==> src/rtl/sseg_scan_capture_pkg.sv <==
// Shared display definitions: anode codes, blank/segment-off codes, FSM state type, anode decoder.
// Latency: none (types, constants and a pure function only).
// Backpressure: not applicable.
package sseg_scan_capture_pkg;

  // Active-low anode enables, one per digit position
  localparam logic [3:0] AN_DIG0  = 4'b1110;
  localparam logic [3:0] AN_DIG1  = 4'b1101;
  localparam logic [3:0] AN_DIG2  = 4'b1011;
  localparam logic [3:0] AN_DIG3  = 4'b0111;
  localparam logic [3:0] AN_BLANK = 4'b1111;

  // All segments (and decimal point) dark
  localparam logic [7:0] SEG_OFF = 8'hFF;

  typedef enum logic {
    ST_IDLE,
    ST_SCAN
  } state_t;

  typedef enum logic [1:0] {
    AN_KIND_DIGIT,
    AN_KIND_BLANK,
    AN_KIND_ILLEGAL
  } an_kind_t;

  typedef struct packed {
    an_kind_t   kind;
    logic [1:0] idx;
  } an_dec_t;

  // Classify an anode pattern; idx is only meaningful for AN_KIND_DIGIT
  function automatic an_dec_t decode_anode(input logic [3:0] an);
    an_dec_t d;
    d.kind = AN_KIND_ILLEGAL;
    d.idx  = 2'd0;
    case (an)
      AN_DIG0:  begin d.kind = AN_KIND_DIGIT; d.idx = 2'd0; end
      AN_DIG1:  begin d.kind = AN_KIND_DIGIT; d.idx = 2'd1; end
      AN_DIG2:  begin d.kind = AN_KIND_DIGIT; d.idx = 2'd2; end
      AN_DIG3:  begin d.kind = AN_KIND_DIGIT; d.idx = 2'd3; end
      AN_BLANK: d.kind = AN_KIND_BLANK;
      default:  d.kind = AN_KIND_ILLEGAL;
    endcase
    return d;
  endfunction

endpackage

==> src/rtl/sseg_dwell_filter.sv <==
// Synchronizes the raw anode/segment bus and accepts a value once it has been stable SETTLE samples.
// Latency: accept pulses 2+SETTLE cycles after a stable change on the pins.
// Backpressure: none; free-running input, accept is a single-cycle pulse per stable dwell.
module sseg_dwell_filter
  import sseg_scan_capture_pkg::*;
#(
  parameter int unsigned SETTLE = 2
) (
  input  logic       clk,
  input  logic       rst_n,
  input  logic [3:0] an,
  input  logic [7:0] sseg,
  output logic [3:0] an_sync,
  output logic [7:0] sseg_sync,
  output logic       accept
);

  localparam logic [3:0] SETTLE_C = 4'(SETTLE);

  logic [3:0] an_s1, an_s2;
  logic [7:0] sseg_s1, sseg_s2;
  logic [3:0] cnt, cnt_nxt;
  logic       changed;

  // Two-flop synchronizer on both buses; reset to the dark/blank display
  always_ff @(posedge clk or negedge rst_n) begin
    if (!rst_n) begin
      an_s1   <= AN_BLANK;
      an_s2   <= AN_BLANK;
      sseg_s1 <= SEG_OFF;
      sseg_s2 <= SEG_OFF;
    end else begin
      an_s1   <= an;
      an_s2   <= an_s1;
      sseg_s1 <= sseg;
      sseg_s2 <= sseg_s1;
    end
  end

  // Dwell count: restart at 1 on any change, otherwise climb and hold at SETTLE
  always_comb begin
    changed = ({an_s2, sseg_s2} != {an_sync, sseg_sync});
    cnt_nxt = cnt;
    if (changed) begin
      cnt_nxt = 4'd1;
    end else if (cnt < SETTLE_C) begin
      cnt_nxt = cnt + 4'd1;
    end
  end

  // Register the tracked value with its count; accept only on the edge the count first hits SETTLE
  always_ff @(posedge clk or negedge rst_n) begin
    if (!rst_n) begin
      an_sync   <= AN_BLANK;
      sseg_sync <= SEG_OFF;
      cnt       <= 4'd0;
      accept    <= 1'b0;
    end else begin
      an_sync   <= an_s2;
      sseg_sync <= sseg_s2;
      cnt       <= cnt_nxt;
      accept    <= (cnt_nxt == SETTLE_C) && (changed || (cnt != SETTLE_C));
    end
  end

endmodule

==> src/rtl/sseg_scan_capture.sv <==
// Reconstructs the four digit bytes of a multiplexed 7-segment display scan.
// Latency: dig0..dig3 and frame_strobe update 1 cycle after the digit-3 dwell is accepted.
// Backpressure: none; the scanned display is observed passively and never stalled.
module sseg_scan_capture
  import sseg_scan_capture_pkg::*;
#(
  parameter int unsigned SETTLE = 2
) (
  input  logic       clk,
  input  logic       rst_n,
  input  logic [3:0] an,
  input  logic [7:0] sseg,
  output logic [7:0] dig0,
  output logic [7:0] dig1,
  output logic [7:0] dig2,
  output logic [7:0] dig3,
  output logic       frame_strobe,
  output logic       frame_valid,
  output logic       err_anode,
  output logic       err_order
);

  logic [3:0]      an_sync;
  logic [7:0]      sseg_sync;
  logic            accept;
  an_dec_t         dec;

  state_t          state, state_nxt;
  logic [1:0]      exp_idx, exp_nxt;
  logic [3:0][7:0] stg, stg_nxt;
  logic [3:0][7:0] dig_q, dig_nxt;
  logic            strobe_nxt, valid_nxt, err_anode_nxt, err_order_nxt;

  sseg_dwell_filter #(
    .SETTLE (SETTLE)
  ) u_filter (
    .clk       (clk),
    .rst_n     (rst_n),
    .an        (an),
    .sseg      (sseg),
    .an_sync   (an_sync),
    .sseg_sync (sseg_sync),
    .accept    (accept)
  );

  assign dig0 = dig_q[0];
  assign dig1 = dig_q[1];
  assign dig2 = dig_q[2];
  assign dig3 = dig_q[3];

  // Frame FSM: walk digits 0..3 in order on accepted dwells, flagging bad anodes and out-of-order digits
  always_comb begin
    state_nxt     = state;
    exp_nxt       = exp_idx;
    stg_nxt       = stg;
    dig_nxt       = dig_q;
    strobe_nxt    = 1'b0;
    valid_nxt     = frame_valid;
    err_anode_nxt = 1'b0;
    err_order_nxt = 1'b0;
    dec           = decode_anode(an_sync);

    if (accept) begin
      if (dec.kind == AN_KIND_ILLEGAL) begin
        // Any error invalidates the "good frame seen" status; the partial frame is dropped
        err_anode_nxt = 1'b1;
        valid_nxt     = 1'b0;
        state_nxt     = ST_IDLE;
      end else if (dec.kind == AN_KIND_DIGIT) begin
        if (state == ST_IDLE) begin
          // Frames only start on digit 0; later digits seen while idle are ignored
          if (dec.idx == 2'd0) begin
            stg_nxt[0] = sseg_sync;
            exp_nxt    = 2'd1;
            state_nxt  = ST_SCAN;
          end
        end else if (dec.idx == exp_idx) begin
          stg_nxt[dec.idx] = sseg_sync;
          if (dec.idx == 2'd3) begin
            // Digit 3 is taken straight from the bus so the frame lands one cycle after acceptance
            dig_nxt    = {sseg_sync, stg[2], stg[1], stg[0]};
            strobe_nxt = 1'b1;
            valid_nxt  = 1'b1;
            state_nxt  = ST_IDLE;
          end else begin
            exp_nxt = exp_idx + 2'd1;
          end
        end else begin
          err_order_nxt = 1'b1;
          valid_nxt     = 1'b0;
          if (dec.idx == 2'd0) begin
            // A fresh digit 0 is a valid frame start, so resynchronize on it
            stg_nxt[0] = sseg_sync;
            exp_nxt    = 2'd1;
          end else begin
            state_nxt = ST_IDLE;
          end
        end
      end
    end
  end

  // State, staging, output and pulse registers
  always_ff @(posedge clk or negedge rst_n) begin
    if (!rst_n) begin
      state        <= ST_IDLE;
      exp_idx      <= 2'd1;
      stg          <= {4{SEG_OFF}};
      dig_q        <= {4{SEG_OFF}};
      frame_strobe <= 1'b0;
      frame_valid  <= 1'b0;
      err_anode    <= 1'b0;
      err_order    <= 1'b0;
    end else begin
      state        <= state_nxt;
      exp_idx      <= exp_nxt;
      stg          <= stg_nxt;
      dig_q        <= dig_nxt;
      frame_strobe <= strobe_nxt;
      frame_valid  <= valid_nxt;
      err_anode    <= err_anode_nxt;
      err_order    <= err_order_nxt;
    end
  end

endmodule

==> config.mk <==
export PLATFORM = sky130hd
export DESIGN_NAME = sseg_scan_capture
export DESIGN_NICKNAME = d
export VERILOG_FILES = /design/src/rtl/sseg_scan_capture_pkg.sv /design/src/rtl/sseg_dwell_filter.sv /design/src/rtl/sseg_scan_capture.sv
export SDC_FILE = /design/constraint.sdc
export NUM_CORES = 1
export LEC_CHECK = 0
export ABC_AREA = 1
export CAP_MARGIN = 10
export CORE_UTILIZATION = 40
export DETAILED_ROUTE_END_ITERATION = 10
export PLACE_DENSITY = 0.67
export SLEW_MARGIN = 30
export SYNTH_ARGS = -nofsm -noshare
export SYNTH_HDL_FRONTEND = slang
export SYNTH_SLANG_ARGS = --single-unit
export TNS_END_PERCENT = 30
==> constraint.sdc <==
create_clock -name clk -period 1.6 [get_ports clk]
set_input_delay 0.32 -clock clk [delete_from_list [all_inputs] [get_ports clk]]
set_output_delay 0.32 -clock clk [all_outputs]
set_load 0.005 [all_outputs]
==> impl_results.md <==
* Die ar. at 10,660 um2
* Slowest cell on crit path: dfstp_2
* CP Class: reg -> reg
* Initial antenna violation count at 0
* Synth Instances at 385
* Setup TNS at -1.521 ns
* Nets at 484
* Multi-input gate area at 1295 um2
* Seq cells post-synth at 104
* Critical path cell sequence: inv_1, nor2_1, nand2_2, nand2_4, nand2_4, nand2_4, nand2_8, nor2_8, nand3_4, nand2_1, nand2_1
* Largest net degree at the start of global routing at 51
* Via count at 2,847
* Syn nets at 401
* Area of the mapped netlist at 4101 um2
* Initial DRC Count at 131
* Clock network fraction of design power at 0.370
* Clk Latency, worst-skew pair at 0.36 ns
* HP Class: in -> reg
* Logic gate share of total power at 0.052
* DR pass1 iterations at 4
* Switching Fraction at 0.2129
* CTS clock-pin slew for the worst setup and hold paths at 0.09 ns
* Antenna-violating nets left at 0
* Final instance area at 5318 um2
* Switch Pwr at 1.015 mW
* Worst Path Required at 1.90 ns
* Wire length per cell at 12.95 um
* Final wirelength at 7846 um
* RSZ-0062 raised after global routing: true
* CTS tree: built
* Post-DR vias/cell at 4.698
* Maximum vdd drop at 0.0005109 V
* GRT Overall Usage at 0.1634
* Die Height at 103.3 um
* Post-route setup slack at -0.1099 ns
* Synth Warn # at 0
* Netlist cell types at 29
* Slew Limit Fails at 0
* Share of cells above drive strength 1 at 0.3953
* GRT overflow at 0
* Maximum root-to-sink buffer count at 2
* Final setup violating endpoints at 24
* Seq. cell area at 2719 um2
* Number of max-cap violations at 0
* GPL Wtd Cong at 0.8596
* DP HPWL at 5202 um
* Post-synthesis sequential area ratio at 0.6629
* Power share of the sequential group at 0.578
* Critical path buffers and inverters at 1
* Worst slew pin tran at 0.3430 ns
* First-pass GRT wire length at 13,060 um
* Crit path max-delay family: simple AND/OR/NAND/NOR gates
* Failing checks: negative setup slack
* Drc violations at 0
* Period utilization at 1.069
* Leakage power total at 2.538 nW
* Core region area at 9864 um2
* Clock sinks at 104
* Syn Area/Cell at 10.65 um2
* CP max stage delay at 0.56 ns
* Layout area overhead at 29.65%
* Root Driver: clkbuf_8
* Pwr dens at 896.6 nW/um2
* Post-route minimum period at 1.710 ns
* N_diodes at 0
* Total internal power at 3.753 mW
* Vias in the first global route at 2,749
* TritonCTS buffer count at 9
* Crit path capture type: register
* Commonest non-fill, non-tap cell in the layout: nand2_1
* Port Buffers at 49
* Worst setup SP type: register
* Most frequent CP cell: nand2_4
* Clk_skew at 0.003756 ns
* Dpl cell area at 4915 um2
* Final hold vios at 0
* CTS HTree Levels at 3
* Most frequent cells in the layout: 134 x nand2_1, 93 x dfstp_2, 32 x dlygate4sd2_1
* I/O pins at 50
* Relative slew slack at 0.7711
* Max Freq at 584.8 MHz
* Fillers at 872
* Status: finished, violations left
* Crit Path Max Fanout at 8
* Rows at 36
* Initial core utilization at 0.4158
* Worst EP arrival at 2.01 ns
* Die Width at 103.3 um
worst reg2reg max path, delay by kind of cell, from the launching register on:
| kind | cells | cell delay (ns) |
|---|---|---|
| buffers and inverters | 1 | 0.04 |
| flip-flops | 1 | 0.56 |
| AND/OR/NAND/NOR | 10 | 1.04 |
per-layer routing:
layer | vias up | global-route usage | part of all wire
met5 | - | 0 | 0
met4 | 0 | 0.06934 | 0.019
met3 | 15 | 0.03360 | 0.036
met2 | 55 | 0.2621 | 0.48
met1 | 1398 | 0.2173 | 0.46
li1 | 1379 | - | -
what timing repair did:
action                                 4_1_cts  5_1_grt
hold buffers                                 1        0
gates cloned                                 1        0
setup buffers                                7        3
pin swaps                                   12        5
endpoints found under the hold margin        1        0
gates resized for setup                     48       19
setup endpoints to repair                   89       66
layout make-up:
class                   instances  area share
flip-flops and latches        104      0.5113
multi-input cells             241      0.2435
inverters                      31     0.02235
repair buffers                 81      0.1499
well taps                     133     0.03129
clock inverters                 5     0.01506
clock buffers                  11     0.02659
sequential cells by signal, summed over array words and instances (netlist names), 2 cells and up:
signal,count
stg,24
u_filter.an_s1,4
u_filter.an_sync,4
dig2,8
u_filter.sseg_s2,8
dig3,8
exp_idx,2
u_filter.sseg_s1,8
u_filter.sseg_sync,8
u_filter.cnt,4
dig0,8
u_filter.an_s2,4
dig1,8
synth_stat cells, drive strengths merged:
cell type	instances	area [um2]
a31o	1	8.760
a31oi	1	6.260
buf	7	62.56
clkbuf	3	11.26
clkinv	2	7.510
dfrtp	11	275.3
dfstp	93	2444
ha	2	25.02
inv	29	111.4
nand2	151	596.8
nand3	12	85.08
nand4	18	112.6
nor2	16	81.33
nor3	4	20.02
o2111ai	1	8.760
o21ai	21	138.9
or2	3	18.77
xnor2	5	43.79
xor2	5	43.79
cells by family (layout without fill, tap and decap cells):
| family | Yosys count | count (layout) | share of synthesized area |
|---|---|---|---|
| simple gates | 204 | 205 | 0.2230 |
| flops | 104 | 104 | 0.6629 |
| buf+inv | 41 | 128 | 0.04698 |
| compound gates | 24 | 24 | 0.03966 |
| xor+xnor | 10 | 10 | 0.02135 |
| fa+ha+maj | 2 | 2 | 0.006100 |
through the flow:
stage          utilization  power, mW  std cells  hold slack, ns  setup slack (ns)
3_3_place_gp        0.4982      2.994        578          0.2170           -0.1167
6_report            0.5391      4.768        606          0.3528           -0.1099
3_5_place_dp        0.4982      3.003        578          0.2197           -0.1713
4_1_cts             0.5322      4.806        603          0.3381           -0.1088
5_1_grt             0.5391      4.957        606          0.3333           -0.2210
2_1_floorplan            -      2.859        385         0.02441           0.02613
power by group through the flow:
stage	combinational, mW	sequential [mW]	clock, mW
after global placement	0.201	2.79	0
after global routing	0.272	2.76	1.92
after floorplan	0.0710	2.79	0
after detailed placement	0.206	2.80	0
final	0.246	2.76	1.76
after CTS	0.236	2.76	1.81
path summary, 6_finish.rpt:
check | slack, ns | cells past startpoint | endpoint | from
min | 0.35 | 1 | u_filter.an_s1[2] | an[2]
max in group asynchronous | 0.65 | 3 | u_filter.an_s2[0] | rst_n
min in group asynchronous | 0.37 | 2 | frame_strobe | rst_n
min reg2reg | 0.36 | 0 | u_filter.sseg_s2[7] | u_filter.sseg_s1[7]
max reg2reg | -0.11 | 11 | stg[23] | u_filter.an_sync[3]
max | -0.11 | 11 | stg[23] | u_filter.an_sync[3]
Power figures use the tool's default switching activity.
